### src/rtl/fitness_scheduler.sv
// fitness_scheduler
//   Sequences one population through the dual-lane fitness unit. Chromosome
//   pairs are read from population RAM (one pair per cycle), registered onto
//   the fitness lanes, tracked through the unit's latency by a valid/tag shift
//   register, and written back to fitness RAM in pair order. done pulses for
//   one cycle once every pair has been written.
//
//   Optional feature macro: BEST_TRACK_EN
//     defined   : best_fitness/best_index track the best result of the run
//     undefined : best_fitness/best_index are tied to 0
//
// Ports
//   clk, rst                 clock (rising edge), synchronous active-high reset
//   start                    begin scoring (sampled only in IDLE)
//   busy, done               busy in RUN/DRAIN, done 1-cycle pulse
//   pop_rd_en/addr/data1/2   population RAM read port (1-cycle read latency)
//   chrom1, chrom2           registered chromosomes to the fitness lanes
//   ff_enable                fitness unit advance enable
//   fitness1, fitness2       fitness lane results
//   res_wr_en/addr/data1/2   fitness RAM write port
//   best_fitness, best_index best result of the last run and its chromosome index
module fitness_scheduler #(
    parameter int POP_SIZE   = 16,
    parameter int CHROM_W    = 8,
    parameter int FIT_W      = 27,
    parameter int FF_LATENCY = 3,
    localparam int P  = POP_SIZE / 2,
    localparam int AW = (P > 1) ? $clog2(P) : 1,
    localparam int IW = $clog2(POP_SIZE)
) (
    input  logic                      clk,
    input  logic                      rst,
    input  logic                      start,
    output logic                      busy,
    output logic                      done,
    output logic                      pop_rd_en,
    output logic [AW-1:0]             pop_rd_addr,
    input  logic signed [CHROM_W-1:0] pop_rd_data1,
    input  logic signed [CHROM_W-1:0] pop_rd_data2,
    output logic signed [CHROM_W-1:0] chrom1,
    output logic signed [CHROM_W-1:0] chrom2,
    output logic                      ff_enable,
    input  logic signed [FIT_W-1:0]   fitness1,
    input  logic signed [FIT_W-1:0]   fitness2,
    output logic                      res_wr_en,
    output logic [AW-1:0]             res_wr_addr,
    output logic signed [FIT_W-1:0]   res_wr_data1,
    output logic signed [FIT_W-1:0]   res_wr_data2,
    output logic signed [FIT_W-1:0]   best_fitness,
    output logic [IW-1:0]             best_index
);

    localparam logic [1:0] S_IDLE  = 2'd0;
    localparam logic [1:0] S_RUN   = 2'd1;
    localparam logic [1:0] S_DRAIN = 2'd2;
    localparam logic [1:0] S_DONE  = 2'd3;

    localparam logic [AW-1:0] LAST_K = AW'(P - 1);

    logic [1:0]                state_q;
    logic [AW-1:0]             k_q;
    logic                      rd_v_q;
    logic [AW-1:0]             rd_k_q;
    logic signed [CHROM_W-1:0] chrom1_q, chrom2_q;
    // Stage 0 lines up with the chrom registers; stage FF_LATENCY with the result.
    logic [FF_LATENCY:0]       vld_q;
    logic [AW-1:0]             tag_q [FF_LATENCY+1];

    logic last_write;

    always_comb begin
        busy         = (state_q == S_RUN) || (state_q == S_DRAIN);
        done         = (state_q == S_DONE);
        pop_rd_en    = (state_q == S_RUN);
        pop_rd_addr  = pop_rd_en ? k_q : '0;
        chrom1       = chrom1_q;
        chrom2       = chrom2_q;
        ff_enable    = |vld_q;
        res_wr_en    = vld_q[FF_LATENCY];
        res_wr_addr  = res_wr_en ? tag_q[FF_LATENCY] : '0;
        res_wr_data1 = res_wr_en ? fitness1 : '0;
        res_wr_data2 = res_wr_en ? fitness2 : '0;
        last_write   = res_wr_en && (tag_q[FF_LATENCY] == LAST_K);
    end

    always_ff @(posedge clk) begin
        if (rst) begin
            state_q  <= S_IDLE;
            k_q      <= '0;
            rd_v_q   <= 1'b0;
            rd_k_q   <= '0;
            chrom1_q <= '0;
            chrom2_q <= '0;
            vld_q    <= '0;
            for (int i = 0; i <= FF_LATENCY; i++) begin
                tag_q[i] <= '0;
            end
        end else begin
            case (state_q)
                S_IDLE: begin
                    if (start) begin
                        state_q <= S_RUN;
                        k_q     <= '0;
                    end
                end
                S_RUN: begin
                    // Issue counter saturates at the last pair.
                    if (k_q == LAST_K) begin
                        state_q <= S_DRAIN;
                    end else begin
                        k_q <= k_q + 1'b1;
                    end
                end
                S_DRAIN: begin
                    if (last_write) begin
                        state_q <= S_DONE;
                    end
                end
                default: begin
                    state_q <= S_IDLE;
                end
            endcase

            rd_v_q <= pop_rd_en;
            rd_k_q <= k_q;

            // Empty slots present zeros so the unit sees defined data.
            chrom1_q <= rd_v_q ? pop_rd_data1 : '0;
            chrom2_q <= rd_v_q ? pop_rd_data2 : '0;
            vld_q[0] <= rd_v_q;
            tag_q[0] <= rd_v_q ? rd_k_q : '0;
            for (int i = 1; i <= FF_LATENCY; i++) begin
                vld_q[i] <= vld_q[i-1];
                tag_q[i] <= tag_q[i-1];
            end
        end
    end

`ifdef BEST_TRACK_EN
    localparam logic signed [FIT_W-1:0] FIT_MIN = {1'b1, {(FIT_W-1){1'b0}}};

    logic signed [FIT_W-1:0] best_q;
    logic [IW-1:0]           best_idx_q;
    logic signed [FIT_W-1:0] win_fit;
    logic                    win_lane;

    // Lane 2 wins only when strictly greater, so lane 1 (index 2k) takes ties.
    always_comb begin
        win_lane = (fitness2 > fitness1);
        win_fit  = win_lane ? fitness2 : fitness1;
    end

    always_ff @(posedge clk) begin
        if (rst) begin
            best_q     <= FIT_MIN;
            best_idx_q <= '0;
        end else if ((state_q == S_IDLE) && start) begin
            best_q     <= FIT_MIN;
            best_idx_q <= '0;
        end else if (res_wr_en && (win_fit > best_q)) begin
            // Strict compare keeps the earlier pair on cross-pair ties.
            best_q     <= win_fit;
            best_idx_q <= IW'({tag_q[FF_LATENCY], win_lane});
        end
    end

    assign best_fitness = best_q;
    assign best_index   = best_idx_q;
`else
    assign best_fitness = '0;
    assign best_index   = '0;
`endif

endmodule

### config.mk
export PLATFORM = sky130hd
export DESIGN_NAME = fitness_scheduler
export DESIGN_NICKNAME = d
export VERILOG_FILES = /design/src/rtl/fitness_scheduler.sv
export SDC_FILE = /design/constraint.sdc
export NUM_CORES = 1
export LEC_CHECK = 0
export ABC_AREA = 1
export CORE_MARGIN = 2
export CORE_UTILIZATION = 34
export DETAILED_ROUTE_END_ITERATION = 8
export GPL_TIMING_DRIVEN = 0
export PLACE_DENSITY = 0.87
export SYNTH_ARGS = -nofsm -noshare
export SYNTH_HDL_FRONTEND = slang
export SYNTH_SLANG_ARGS = --single-unit
### constraint.sdc
create_clock -name clk -period 1.9 [get_ports clk]
set_input_delay 0.57 -clock clk [delete_from_list [all_inputs] [get_ports clk]]
set_output_delay 0.57 -clock clk [all_outputs]
set_load 0.005 [all_outputs]
# After elaboration in Yosys (flattened, before gate mapping)
# Memories as Yosys holds them, arrays and structs flattened.
# Index checks and enable logic that the tools add are counted.
dict set report totals {
  ram_bits 12
  romBits 0
  elab_cells 50
  output_inout_bits 112
  n_memories 1
  in_bits 73
  latchBits 0
  regBits 29
}
# memory depth width read_ports rd_ports_with_merged_regs wr line_no
set mem_list {}
lappend mem_list {tag_q 4 3 4 0 4 67} ;# logic [AW-1:0] tag_q [FF_LATENCY+1];
dict set report op_classes {
  n_eq_ne 9
  mul 0
  shifts 0
  div 0
  muxes 19
  n_reduce_logical 8
  bitwise_logic 5
  n_lt_le_gt_ge 0
  add_sub_neg 1
}
# cell count
set ops {}
lappend ops {{$mux W27} 2}
lappend ops {{$mux W3} 9}
lappend ops {{$eq A3 B3 Y1 const B} 2}
lappend ops {{$mux W2} 3}
lappend ops {{$ne A2 B2 Y1 const B} 3}
lappend ops {{$pmux W2 S3} 1}
lappend ops {{$pmux W3 S2} 1}
lappend ops {{$reduce_and A3 Y1} 2}
lappend ops {{$eq A2 B2 Y1 const B} 2}
lappend ops {{$or A1 B1 Y1} 4}
lappend ops {{$reduce_or A4 Y1} 1}
lappend ops {{$add A3 B1 Y3 const B} 1}
lappend ops {{$mux W1} 3}
lappend ops {{$eq A2 B1 Y1 const B} 1}
lappend ops {{$logic_not A2 Y1} 1}
lappend ops {{$ne A2 B1 Y1 const B} 1}
lappend ops {{$reduce_bool A2 Y1} 1}
lappend ops {{$reduce_or A2 Y1} 1}
lappend ops {{$logic_and A1 B1 Y1} 1}
lappend ops {{$logic_or A1 B1 Y1} 1}
lappend ops {{$not A1 Y1} 1}

# Longest topological paths before layout
# An unclocked memory read counts as a cell.
dict set report depth {
  word_depth 5
  mapped_depth 9
  depth_no_buf 9
}

# Worst setup path after synthesis
# Ideal clock, no wire load.
dict set report synth_path {
  path_kind {register to output}
  startpoint {register vld_q[3]}
  endpoint {output res_wr_data1[19]}
  path_stages_with_launch 5
  t_arrival_ps 848
  required_time_ps 1330
  setup_slack_ps 482
  cell_sequence {dfxtp_1 buf_2 buf_2 nand2_1 inv_1}
}
dict set report synth_between {
  elab_chain_len 1
}
# element line_no
set synth_lines {}
lappend synth_lines {{start, declared} 66} ;# logic [FF_LATENCY:0] vld_q;
lappend synth_lines {{start signal, assigned by index} 133} ;# vld_q[i] <= vld_q[i-1];
lappend synth_lines {{$mux W27} 81} ;# res_wr_data1 = res_wr_en ? fitness1 : '0;
lappend synth_lines {{end, declared} 47} ;# output logic signed [FIT_W-1:0] res_wr_data1,
# No other way between the ends.

# Final worst setup path
dict set report layout_path {
  startpoint {input fitness1[12]}
  endpoint {output res_wr_data1[12]}
}
dict set report layout_between {
  elab_chain_len 1
}
# element line_no
set layout_lines {}
lappend layout_lines {{start, declared} 43} ;# input logic signed [FIT_W-1:0] fitness1,
lappend layout_lines {{$mux W27} 81}
# No other way between the ends.

==> impl.org <==
** Run status
- Result of the run :: complete, no violations

** Synthesis
- Leading post-synthesis cells by cell area :: sky130_fd_sc_hd__dfxtp_1 40%, sky130_fd_sc_hd__inv_1 18%, sky130_fd_sc_hd__nand2_1 13%
- Averaged over all synthesized cells, the footprint is 6.527 µm².
- After synthesis, the largest area contributor takes up 39.54% of total cell area.
- The synthesized design spends more area on one cell type than any other, namely sky130_fd_sc_hd__dfxtp_1.
- Summing the sequential cell areas from Yosys gives 39.54% of the chip area.
- Yosys warnings :: 0
- Total standard cell area after synthesis :: 2076 µm²
- Number of cells produced by synthesis :: 318
- The netlist uses 16 different library cells.
- Flop and latch count out of synthesis :: 41

** Pwr
- Peak ir drop on the vdd network :: 0.6073 mV
- Static power due to leakage :: 2.359 nW
- Tot Pwr :: 2.369 mW
- Power density normalized to cell area :: 637.2 nW/µm²

** Detailed routing
- In this run, the number of DRC markers left after iteration 0 of detailed routing was 26.
- Summed over all layers, the routed wires come to 6.198 mm.
- After detailed routing, the number of remaining DRC violations is 0.
- Avg WL per Cell :: 10.59 µm
- Detail-routed via count per cell :: 3.797
- Once detail routing completed, the nets flagged for antenna violations numbered 0.
- Total via count in the routed design :: 2221
- The first detailed-routing pass took 4 iterations.

** Critical path
- Worst Path Arrival :: 1.29 ns
- Worst Setup Start Kind :: input port
- For the worst setup path, the data required time is 1.33 ns.
- Critical Path Fanout Max :: 1
- Worst Setup Path Type :: input port to primary output
- Worst setup EP type :: primary output

** Finish
- Fraction of layout cells with a size suffix above 1 :: 22.35%
- Post-layout nets :: 590
- Compared with the post-synthesis result, the final layout area differs by 79.08%.
- Measured on the finished design, the core utilization comes to 62.79%.
- # diodes :: 0

** GRT
- GRT Util Overall :: 17.34%
- The via count of the first global-routing pass came to 1981.
- The first global-routing pass estimated 8.894 mm of wire.
- Entering global routing, the biggest net connects 12 pins.
- The number of antenna violations at the first check in global routing was 0.
- For this run the aggregate overflow at the end of global routing stands at 0.

** Flow run
- Reported max-cap violation count :: 0

** Floorplanning
- Number of placement rows :: 28
- Die height :: 82.14 µm
- Chip width :: 82.14 µm
- The floorplan step defined a die boundary enclosing 6746 µm².
- I/O pin count :: 185
- Placeable core region :: 5921 µm²
- Starting density of the core :: 35.06%

** Placed design
- At the end of routability-driven placement, the weighted congestion stood at 0.7532.
- Buffers placed on the I/O ports in this run total 152.
- The wire-length estimate of the detail-placed layout is 5.036 mm.

** Timing
- Number of failing hold endpoints at the final stage :: 0
- Derived from the worst setup path, the maximum achievable clock frequency is 0.5376 GHz.
- Sum Neg Setup Slack :: 0 ns
- Clock skew after layout :: 0.004340 ns
- Setup repair after global routing left no endpoint under its margin.
- Dividing the final minimum period by the clock period gives 97.91%.
- Final critical path time including I/O delays and setup :: 1.860 ns
- Pins over their slew limit :: 0
- On the final layout, the worst hold slack is 0.4023 ns.
- Final setup violating endpoints :: 0

** CTS
- The number of hold buffers added after CTS was 0.
- Clock tree synthesis inserted a total of 5 buffers.
- In this run the deepest clock path goes through 2 buffers.
- The clock tree synthesis step divided the H-tree into 2 levels.
- The clock net in this run drives a total of 41 sinks.
- The root buffer cell chosen for the clock tree is sky130_fd_sc_hd__clkbuf_8.
- Clock network latency to the later pin of the worst-skew pair :: 0.29 ns
- Clock Pin Slew Worst Setup and Hold Paths :: 0.06 ns
- TritonCTS built the clock tree.

** Min path
- The worst hold path belongs to the class flop to flop.
==> through the flow <==
| stage | area (µm²) | setup WS [ns] | instances |
|---|---|---|---|
| 2_1_floorplan | 2188 | 0.4821 | 348 |
| 3_3_place_gp | 3804 | -0.3323 | 575 |
| 3_5_place_dp | 3804 | -0.3396 | 575 |
| 4_1_cts | 3835 | 0.0007852 | 585 |
| 5_1_grt | 3717 | 0.0005905 | 585 |
| 6_report | 3717 | 0.03977 | 585 |
==> area by class of cell <==
type / count / area (µm²)
Fill cell: 555 / 2203
Timing Repair Buffer: 155 / 1282
Sequential cell: 41 / 832.0
Multi-Input combinational cell: 163 / 723.2
Inverter: 103 / 389.1
Buffer: 41 / 310.3
Tap cell: 75 / 93.84
Clock buffer: 7 / 86.33
==> flip-flops by register name, indices dropped and copies added (netlist names) <==
register	cells
chrom2	8
rd_k_q	3
tag_q	12
k_q	3
chrom1	8
vld_q	4
state_q	2
rd_v_q	1
==> cells in the mapped netlist <==
cell	number
sky130_fd_sc_hd__nor2_1	38
sky130_fd_sc_hd__nand2_2	1
sky130_fd_sc_hd__buf_4	31
sky130_fd_sc_hd__o21bai_1	1
sky130_fd_sc_hd__dfxtp_1	41
sky130_fd_sc_hd__inv_2	1
sky130_fd_sc_hd__nand2_1	74
sky130_fd_sc_hd__nand3_1	4
sky130_fd_sc_hd__o21ai_0	2
sky130_fd_sc_hd__conb_1	1
sky130_fd_sc_hd__o21ai_2	1
sky130_fd_sc_hd__a21oi_1	3
sky130_fd_sc_hd__ha_1	7
sky130_fd_sc_hd__inv_1	102
sky130_fd_sc_hd__nor2_2	1
sky130_fd_sc_hd__buf_2	10
==> critical path, cell delays in order <==
cell and delay [ns]:
sky130_fd_sc_hd__clkdlybuf4s50_1 0.47, sky130_fd_sc_hd__nand2_1 0.05, sky130_fd_sc_hd__inv_1 0.07, sky130_fd_sc_hd__clkbuf_2 0.13
==> per-layer routing <==
layer	GRT usage, %	part of all wire (%)	up-vias
li1	-	-	1178
met1	16.92	36	926
met2	33.01	51	104
met3	5.217	11	13
met4	8.333	2.8	0
met5	0	0	-
==> cell families (layout without fill, tap and decap cells) <==
logic type,after synthesis,in the layout,synth area share (%)
flops,41,41,39.54
fa+ha+maj,7,7,4.219
buf+inv,144,306,32.25
other cells,1,31,0.1807
simple gates,118,118,21.82
compound gates,7,7,1.989
==> repair_timing <==
| action | 4_1_cts | 5_1_grt |
|---|---|---|
| gates resized for setup | 194 | 32 |
| pin swaps | 1 | 2 |
| setup buffers | 3 | 0 |
| setup endpoints to repair | 64 | 30 |
==> power breakdown <==
part	internal, mW	switching [mW]	total, mW
logic	0.456	0.380	0.836
registers	0.937	0.0495	0.987
clock network	0.288	0.258	0.546
==> path summary, 6_finish.rpt <==
kind	startpoint	to	slack (ns)	cells after the start
min	tag_q[0][4]$_SDFF_PP0_	tag_q[0][7]$_SDFF_PP0_	0.40	2
max reg2reg	k_q[0]$_SDFFE_PP0P_	state_q[1]$_SDFFE_PP0P_	0.57	9
min reg2reg	tag_q[0][4]$_SDFF_PP0_	tag_q[0][7]$_SDFF_PP0_	0.40	2
max	fitness1[12]	res_wr_data1[12]	0.04	4
==> layout by cell type (no fill, tap or decap), drive strengths merged <==
cell           count
conb              31
ha                 7
dlygate4sd2       11
clkbuf            30
a21oi              3
dfxtp             41
clkdlybuf4s50     85
o21bai             1
buf               72
nand2             75
nand3              4
inv              103
nor2              39
clkdlybuf4s15      5
o21ai              3
Power figures use the tool's default switching activity.
